$ cat src/rtl/bound_max_scheduler_if.sv
// bound_max_scheduler_if: candidate-bank load port, scan control and reduction result of the bound max scheduler.
interface bound_max_scheduler_if #(
    parameter int W  = 8,
    parameter int IW = 3
);
    logic                 load_en;
    logic [IW-1:0]        load_idx;
    logic signed [W-1:0]  load_value;
    logic                 load_act;
    logic                 load_sign;
    logic                 clear;
    logic                 start;
    logic                 busy;
    logic                 done;
    logic signed [W-1:0]  result;
    logic                 result_valid;

    modport master (
        output load_en, load_idx, load_value, load_act, load_sign, clear, start,
        input  busy, done, result, result_valid
    );

    modport slave (
        input  load_en, load_idx, load_value, load_act, load_sign, clear, start,
        output busy, done, result, result_valid
    );
endinterface

$ cat src/rtl/bound_max_scheduler.sv
// bound_max_scheduler: one-comparison-per-cycle signed max over N qualified bounds, emitting the saturated negated maximum.
module bound_max_scheduler #(
    parameter int N  = 8,
    parameter int W  = 8,
    parameter int IW = 3
) (
    input logic clk,
    input logic reset,
    bound_max_scheduler_if.slave bus
);
    typedef enum logic [1:0] {IDLE, SCAN, DONE} state_t;

    state_t              state, state_nx;
    logic signed [W-1:0] value [N];
    logic [N-1:0]        act, sign;
    logic [IW-1:0]       idx;
    logic signed [W-1:0] acc, neg;
    logic                acc_valid, take;

    assign bus.busy = state != IDLE;

    always_comb begin
        state_nx = state == IDLE ? (bus.start ? SCAN : IDLE)
                 : state == SCAN ? (idx == IW'(N-1) ? DONE : SCAN)
                 : IDLE;
        take = state == SCAN && act[idx] && sign[idx] && (!acc_valid || value[idx] > acc);
        // the most negative value has no positive twin, so it clamps to the largest positive
        neg = acc == {1'b1, {(W-1){1'b0}}} ? {1'b0, {(W-1){1'b1}}} : -acc;
    end

    always_ff @(posedge clk or posedge reset) begin
        if (reset) begin
            state            <= IDLE;
            idx              <= '0;
            acc              <= '0;
            acc_valid        <= 1'b0;
            act              <= '0;
            sign             <= '0;
            for (int i = 0; i < N; i++) value[i] <= '0;
            bus.done         <= 1'b0;
            bus.result       <= '0;
            bus.result_valid <= 1'b0;
        end else begin
            state    <= state_nx;
            bus.done <= state == DONE;
            if (state == IDLE) begin
                idx       <= '0;
                acc       <= '0;
                acc_valid <= 1'b0;
                if (bus.clear) begin
                    act  <= '0;
                    sign <= '0;
                end else if (bus.load_en) begin
                    value[bus.load_idx] <= bus.load_value;
                    act[bus.load_idx]   <= bus.load_act;
                    sign[bus.load_idx]  <= bus.load_sign;
                end
            end
            if (state == SCAN) begin
                idx <= idx + 1'b1;
                if (take) begin
                    acc       <= value[idx];
                    acc_valid <= 1'b1;
                end
            end
            if (state == DONE) begin
                bus.result       <= acc_valid ? neg : '0;
                bus.result_valid <= acc_valid;
            end
        end
    end
endmodule

$ cat src/flat_wrapper.sv
// flat-port wrapper written by rule: the top's interface ports become plain ports
module bound_max_scheduler_flat 
#(
    parameter int N  = 8,
    parameter int W  = 8,
    parameter int IW = 3
)
  (clk, reset, bus_load_en, bus_load_idx, bus_load_value, bus_load_act, bus_load_sign, bus_clear, bus_start, bus_busy, bus_done, bus_result, bus_result_valid);
  bound_max_scheduler_if #(.W(W), .IW(IW)) bus_i ();
  input logic clk;
  input logic reset;
  input wire logic [$bits(bus_i.load_en)-1:0] bus_load_en;
  input wire logic [$bits(bus_i.load_idx)-1:0] bus_load_idx;
  input wire logic [$bits(bus_i.load_value)-1:0] bus_load_value;
  input wire logic [$bits(bus_i.load_act)-1:0] bus_load_act;
  input wire logic [$bits(bus_i.load_sign)-1:0] bus_load_sign;
  input wire logic [$bits(bus_i.clear)-1:0] bus_clear;
  input wire logic [$bits(bus_i.start)-1:0] bus_start;
  output wire logic [$bits(bus_i.busy)-1:0] bus_busy;
  output wire logic [$bits(bus_i.done)-1:0] bus_done;
  output wire logic [$bits(bus_i.result)-1:0] bus_result;
  output wire logic [$bits(bus_i.result_valid)-1:0] bus_result_valid;
  assign bus_i.load_en = bus_load_en;
  assign bus_i.load_idx = bus_load_idx;
  assign bus_i.load_value = bus_load_value;
  assign bus_i.load_act = bus_load_act;
  assign bus_i.load_sign = bus_load_sign;
  assign bus_i.clear = bus_clear;
  assign bus_i.start = bus_start;
  assign bus_busy = bus_i.busy;
  assign bus_done = bus_i.done;
  assign bus_result = bus_i.result;
  assign bus_result_valid = bus_i.result_valid;
  bound_max_scheduler #(.N(N), .W(W), .IW(IW)) u_core (.clk(clk), .reset(reset), .bus(bus_i));
endmodule
$ cat config.mk
export PLATFORM = sky130hd
export DESIGN_NAME = bound_max_scheduler_flat
export DESIGN_NICKNAME = d
export VERILOG_FILES = /design/src/rtl/bound_max_scheduler_if.sv /design/src/rtl/bound_max_scheduler.sv /design/src/flat_wrapper.sv
export SDC_FILE = /design/constraint.sdc
export NUM_CORES = 1
export LEC_CHECK = 0
export CELL_PAD_IN_SITES_DETAIL_PLACEMENT = 1
export CELL_PAD_IN_SITES_GLOBAL_PLACEMENT = 1
export CORE_MARGIN = 2
export CORE_UTILIZATION = 25
export CTS_CLUSTER_DIAMETER = 150
export DETAILED_ROUTE_END_ITERATION = 10
export DONT_BUFFER_PORTS = 1
export GPL_TIMING_DRIVEN = 1
export PLACE_DENSITY = 0.41
export SLEW_MARGIN = 15
export SYNTH_ARGS = -nofsm -noshare
export SYNTH_HDL_FRONTEND = slang
export SYNTH_SLANG_ARGS = --single-unit
$ cat constraint.sdc
create_clock -name clk -period 8.2 [get_ports clk]
set_input_delay 1.64 -clock clk [delete_from_list [all_inputs] [get_ports clk]]
set_output_delay 1.64 -clock clk [all_outputs]
set_load 0.02 [all_outputs]
==> results of run 1 <==
[layout by cell type (no fill, tap or decap), types with 2 or more instances in the layout]
master / n
clkbuf_16: 9
o211ai_1: 3
a22o_1: 2
nand2b_1: 5
nor2_1: 18
xnor2_1: 4
dfrtp_1: 104
inv_6: 2
nand4_1: 4
inv_1: 12
nor2_8: 4
nand3b_1: 2
nand2_1: 44
a21oi_1: 3
nand3_1: 8
buf_4: 2
nor3_1: 4
o21ai_0: 40
mux4_2: 16
inv_8: 2
mux2i_1: 4
ha_1: 11
mux2_2: 78
clkinv_4: 2
[worst register-to-register path: stages (launching register included)]
cell and delay, ps:
dfrtp_1 960, mux4_2 430, mux2_2 300, ha_1 300, nand4_1 130, nor2_1 70, a21oi_1 150, mux2i_1 200
nand4_1 420, mux2_2 430
[layer usage]
layer | GRT usage [%] | vias up | part of all wire, %
met4 | 4.706 | 0 | 1.5
met5 | 0 | - | 0
met1 | 17.07 | 1561 | 49
met2 | 19.57 | 25 | 47
met3 | 2.602 | 13 | 3.1
li1 | - | 1411 | -
[path summary, 6_finish.rpt]
check                              start  slack [ps]          endpoint
hold / removal             u_core.act[0]         480     u_core.act[0]
setup / recovery           u_core.idx[1]        4690     u_core.acc[3]
max in group asynchronous          reset        5760  u_core.value[18]
setup reg to reg           u_core.idx[1]        4690     u_core.acc[3]
hold reg to reg            u_core.act[0]         480     u_core.act[0]
min in group asynchronous          reset        1210  u_core.value[32]
[cell families after synthesis]
group / after synthesis / synth area share (%)
muxes: 99 / 25.80
adders and majority gates: 11 / 2.753
buffers and inverters: 30 / 2.703
DFF: 104 / 52.05
AOI/OAI and AO/OA: 51 / 5.531
and+or+nand+nor: 99 / 10.46
xor gates and xnor gates: 4 / 0.7006
[final cells by class]
| cell class | instances | share of cell area [%] |
|---|---|---|
| Inverter | 14 | 0.9912 |
| Timing Repair Buffer | 2 | 0.2703 |
| Clock buffer | 9 | 4.055 |
| Multi-Input combinational cell | 264 | 40.73 |
| Sequential cell | 104 | 46.86 |
| Tap cell | 265 | 5.970 |
| Clock inverter | 7 | 1.126 |
[flip-flops by register name (all words and copies together), names as in the netlist]
signal                   flops
u_core.value                64
u_core.acc                   8
u_core.act                   8
u_core.bus.result            8
u_core.sign                  8
u_core.idx                   3
u_core.state                 2
u_core.acc_valid             1
u_core.bus.done              1
u_core.bus.result_valid      1
[metrics by stage]
step / power (mW) / cells / worst slack, ps / hold WS (ps)
2_1_floorplan: 1.345 / 398 / 3828 / 449.5
3_3_place_gp: 1.503 / 649 / 4608 / 462.9
3_5_place_dp: 1.517 / 649 / 4563 / 473.0
4_1_cts: 1.958 / 665 / 4600 / 491.4
5_1_grt: 2.087 / 665 / 4382 / 523.7
6_report: 1.916 / 665 / 4693 / 484.0
[power by group]
part / total, mW / internal [mW] / leakage [nW] / switching, mW
combinational: 0.674 / 0.360 / 0.994 / 0.315
clock: 0.430 / 0.213 / 0.144 / 0.216
sequential: 0.812 / 0.667 / 1.41 / 0.145
total: 1.92 / 1.24 / 2.54 / 0.677
==> run metrics, run 1 <==
result of the run=finished, final reports clean; wire length per cell=18.44 um; synth warn=0; initial core utilization=between 20% and 30%; proportion of synthesized chip area in sequential cells=between 50% and 60%; number of buffer cells added on primary ports=0; max-capacitance violation count=0; cell-by-cell trace of the critical path=mux4_2 > mux2_2 > ha_1 > nand4_1 > nor2_1 > a21oi_1 > mux2i_1 > nand4_1 > mux2_2; net count of the mapped netlist=427; TritonRoute pass-1 iters=4; total global routing overflow=0; post-route fraction of the period consumed by the critical path=42.76%; peak ir drop on the vdd network=0.1092 mV; Synth Register Bits=about 100; vias in the first global route=3332; layout net count=424; cells taking the most area after synthesis=dfrtp_1 (52%), mux2_2 (18%), mux4_2 (7.2%); timing-limited maximum frequency=roughly 0.29 GHz; total global routing track utilization=12.50%; count of endpoints failing setup in the final report=0; Top FF cell, synth=dfrtp_1; worst skew pair latency=roughly 360 ps; placer's final routability congestion estimate=0.6975; Clock Skew=just over 9 ps; headroom to the max-slew limit=37.20%; slowest library cell on the worst path=dfrtp_1; required time reported for the critical path endpoint=8440 ps; type of the worst setup path=reg2reg; Worst Hold Depth=2; number of H-tree branching levels=3; FF/Latch Area=~2600 um^2; area share of the leading cell type in the synthesized netlist=between 50 and 60%; number of clock sinks seen by CTS=104; slew at the pin with the worst max-slew slack=942.0 ps; share of async-settable or async-resettable flops after synthesis=100.0%; Hold Fails Final Rpt=0; vias per inst=4.526; hold bufs inserted after CTS=0; maximum clock insertion buffer count=2; ratio of cells with drive above 1 in the final layout=between 20% and 30%; family with the most delay on the worst path=multiplexers; slowest stage delay, CP=960 ps; post-cts resize count=0; most instantiated library cell after synthesis=dfrtp_1; number of pins exceeding their max-slew limit in the final report=0; area used by multi-input combinational logic=2262 um^2; initial antenna violation count=0; cell depth of the worst setup path=9; placed wire-length estimate=8512 um; Worst Path Buf+Inv=0; Sum Neg Setup Slack=0 ps; Worst Path Arrival=3750 ps; leakage power=2.544 nW; worst min-delay path class=reg2reg; synthesized area divided by synthesized cell count=12.56 um^2; clock transition at the register clock pins on the worst setup and hold paths after CTS=80 ps; element type at the critical path end=register; maximum number of pins on one net before global-route repair=63; overall die area=around 21000 um^2; ratio of total power to cell area=345.0 nW/um^2; number of distinct library cell variants in the gate-level netlist after synthesis=39; area grow syn2layout=11.09%; antenna diode count=0; Post-synth EDFFs=0; most used standard cells in the synthesized netlist=dfrtp_1 (104), mux2_2 (78), nand2_1 (44), o21ai_0 (40), nor2_1 (18); Via Count=3010; finished layout cell area=5554 um^2; total setup buffers inserted after CTS=0; unrepaired setup endpoints after global routing=no; Vert. Die Dim=between 100 and 150 um; post-synthesis instance area=approximately 5000 um^2; wire length of the first global-routing pass=slightly above 20000 um; Clock Tree Root=clkbuf_16; Die Width=about 150 um; top fanout value on the critical path=20; count of nets left with antenna violations after detail routing=0; # fillers=2194; largest area contributor in the synthesized netlist=dfrtp_1; Placeable Area=19530 um^2; Placed Instance Area=5266 um^2; total wire length=12270 um; Worst Reg2Reg Path Length in Cells=9; CTS tree=done; I/O pin cnt=29; std cell rows=51; post-detailed-route DRC marker count=0; cts bufs inserted=9; DR iter-0 viols=approximately 110; time the worst path needs with I/O delays and setup=3507 ps; Core Util, Final=28.44%; sort of element at the start of the critical path=register; synthesized instance count=between 300 and 400
Note: power is estimated with default switching activity, not from simulation.
==> run 2, diff against run 1 <==
clock period = 3.4 ns   (was 8.2 ns; I/O delays follow)
==> run metrics, run 2 (same netlist as run 1, synthesis figures left out) <==
result of the run=finished, final reports clean; element type at the critical path end=register; number of pins exceeding their max-slew limit in the final report=0 (unchanged); Sum Neg Setup Slack=0 ps (unchanged); hold bufs inserted after CTS=0 (unchanged); placer's final routability congestion estimate=0.6921 (-0.77%); Clock Skew=12.19 ps (+2.874 ps); vias per inst=4.490 (-0.80%); TritonRoute pass-1 iters=4 (unchanged); area grow syn2layout=13.24%; number of buffer cells added on primary ports=0 (unchanged); headroom to the max-slew limit=52.50% (+15 points); Hold Fails Final Rpt=0 (unchanged); peak ir drop on the vdd network=0.2707 mV (+150%); Clock Tree Root=clkbuf_16; Biggest register=u_core.value; number of clock sinks seen by CTS=104 (unchanged); Die Width=145.4 um (unchanged); post-cts resize count=0 (unchanged); worst min-delay path class=in2async; # fillers=2161 (-1.5%); maximum number of pins on one net before global-route repair=81 (+29%); Vert. Die Dim=145.4 um (unchanged); number of H-tree branching levels=3 (unchanged); commonest non-fill, non-tap cell in the layout=dfrtp_1; vias in the first global route=3295 (-1.1%); type of the worst setup path=reg2reg; FF/Latch Area=2603 um^2 (unchanged); Worst Slack Setup Final=308.6 ps (-4385 ps); antenna diode count=0 (unchanged); clock transition at the register clock pins on the worst setup and hold paths after CTS=80 ps (about the same); area used by multi-input combinational logic=2262 um^2 (unchanged); worst hold slack=272.3 ps (-211.7 ps); CTS tree=done; Via Count=3013 (+0.10%); ratio of total power to cell area=856.6 nW/um^2 (+150%); commonest non-fill, non-tap cells in the layout=dfrtp_1 (104), mux2_2 (78), nand2_1 (44); cts bufs inserted=9 (unchanged); overall die area=21150 um^2 (unchanged); post-detailed-route DRC marker count=0 (unchanged); sort of element at the start of the critical path=register; total wire length=12490 um (+1.9%); slew at the pin with the worst max-slew slack=710.3 ps (-231.7 ps); layout net count=430 (+1.4%); top fanout value on the critical path=12 (-40%); std cell rows=51 (unchanged); initial core utilization=25.61% (unchanged); pre-CTS setup slack=259.0 ps (-4304 ps); I/O pin cnt=29 (unchanged); unrepaired setup endpoints after global routing=no; worst skew pair latency=350 ps (about the same); maximum clock insertion buffer count=2 (unchanged); Largest register FFs=64 (unchanged); DR iter-0 viols=81 (-26%); Placeable Area=19530 um^2 (unchanged); total global routing track utilization=12.55% (+0.049 points); count of endpoints failing setup in the final report=0 (unchanged); leakage power=2.592 nW (+1.9%); count of nets left with antenna violations after detail routing=0 (unchanged); post-route fraction of the period consumed by the critical path=90.92% (+48 points); placed wire-length estimate=8533 um (+0.25%); time the worst path needs with I/O delays and setup=3091 ps (-415.2 ps); total setup buffers inserted after CTS=0 (unchanged); ratio of cells with drive above 1 in the final layout=30.30% (+0.55 points); total global routing overflow=0 (unchanged); wire length per cell=18.62 um (+0.96%); wire length of the first global-routing pass=20060 um (-0.51%); max-capacitance violation count=0 (unchanged); Worst Path Arrival=3320 ps (-430 ps); timing-limited maximum frequency=0.3235 GHz (+13%); initial antenna violation count=0 (unchanged); required time reported for the critical path endpoint=3630 ps (-4810 ps)
[run 2: cell count changes in the layout (fill, tap and decap cells not counted), moves of 2 or more]
cell       before  now
buf_4           2    7
bufinv_16       0    3
clkbuf_1        0    2
clkinv_4        2    0
inv_8           2    0
[run 2: critical path: stages (launching register included)]
cell and delay [ps]:
dfrtp_1 350, buf_4 270, mux4_2 550, mux2_2 300
ha_1 290, a21oi_1 160, o22ai_1 100, nor3_1 200
mux2i_1 130, nand4_1 120, buf_4 160, mux2_2 340
[run 2: report_power, final]
part	switching [mW]	internal, mW
sequential	0.268	1.61
clock	0.479	0.723
combinational	0.855	0.914
[run 2: metal layers]
| layer | vias up | track usage [%] | share of wire, % |
|---|---|---|---|
| li1 | 1427 | - | - |
| met1 | 1540 | 16.53 | 48 |
| met2 | 36 | 20.45 | 48 |
| met3 | 10 | 2.915 | 3.1 |
| met4 | 0 | 4.118 | 1.3 |
| met5 | - | 0 | 0 |
[run 2: layout make-up]
type / count / area share, %
sequential: 104 / 45.97
timing repair buffer: 8 / 1.282
clock buffer: 11 / 4.110
tap: 265 / 5.856
clock inverter: 5 / 1.834
multi-input combinational: 264 / 39.96
inverter: 14 / 0.9945
[run 2: final timing paths]
check / from / endpoint / slack (ps) / depth (start not counted)
max: u_core.idx[0] / u_core.acc[7] / 310 / 11
min: reset / u_core.sign[1] / 270 / 1
max reg2reg: u_core.idx[0] / u_core.acc[7] / 310 / 11
min reg2reg: u_core.sign[7] / u_core.sign[7] / 490 / 2
max in group asynchronous: reset / u_core.bus.result[7] / 2300 / 2
min in group clk: bus_load_value[1] / u_core.value[25] / 470 / 1
[run 2: stage by stage]
stage                     instance area, um^2  std cells  power [mW]  utilization [%]
after floorplan                          5004        398       3.244                -
after global placement                   5325        655       3.672            27.27
after detailed placement                 5325        655       3.729            27.27
after CTS                                5662        671       4.965            29.00
after global routing                     5662        671       5.233            29.00
final                                    5662        671       4.850            29.00
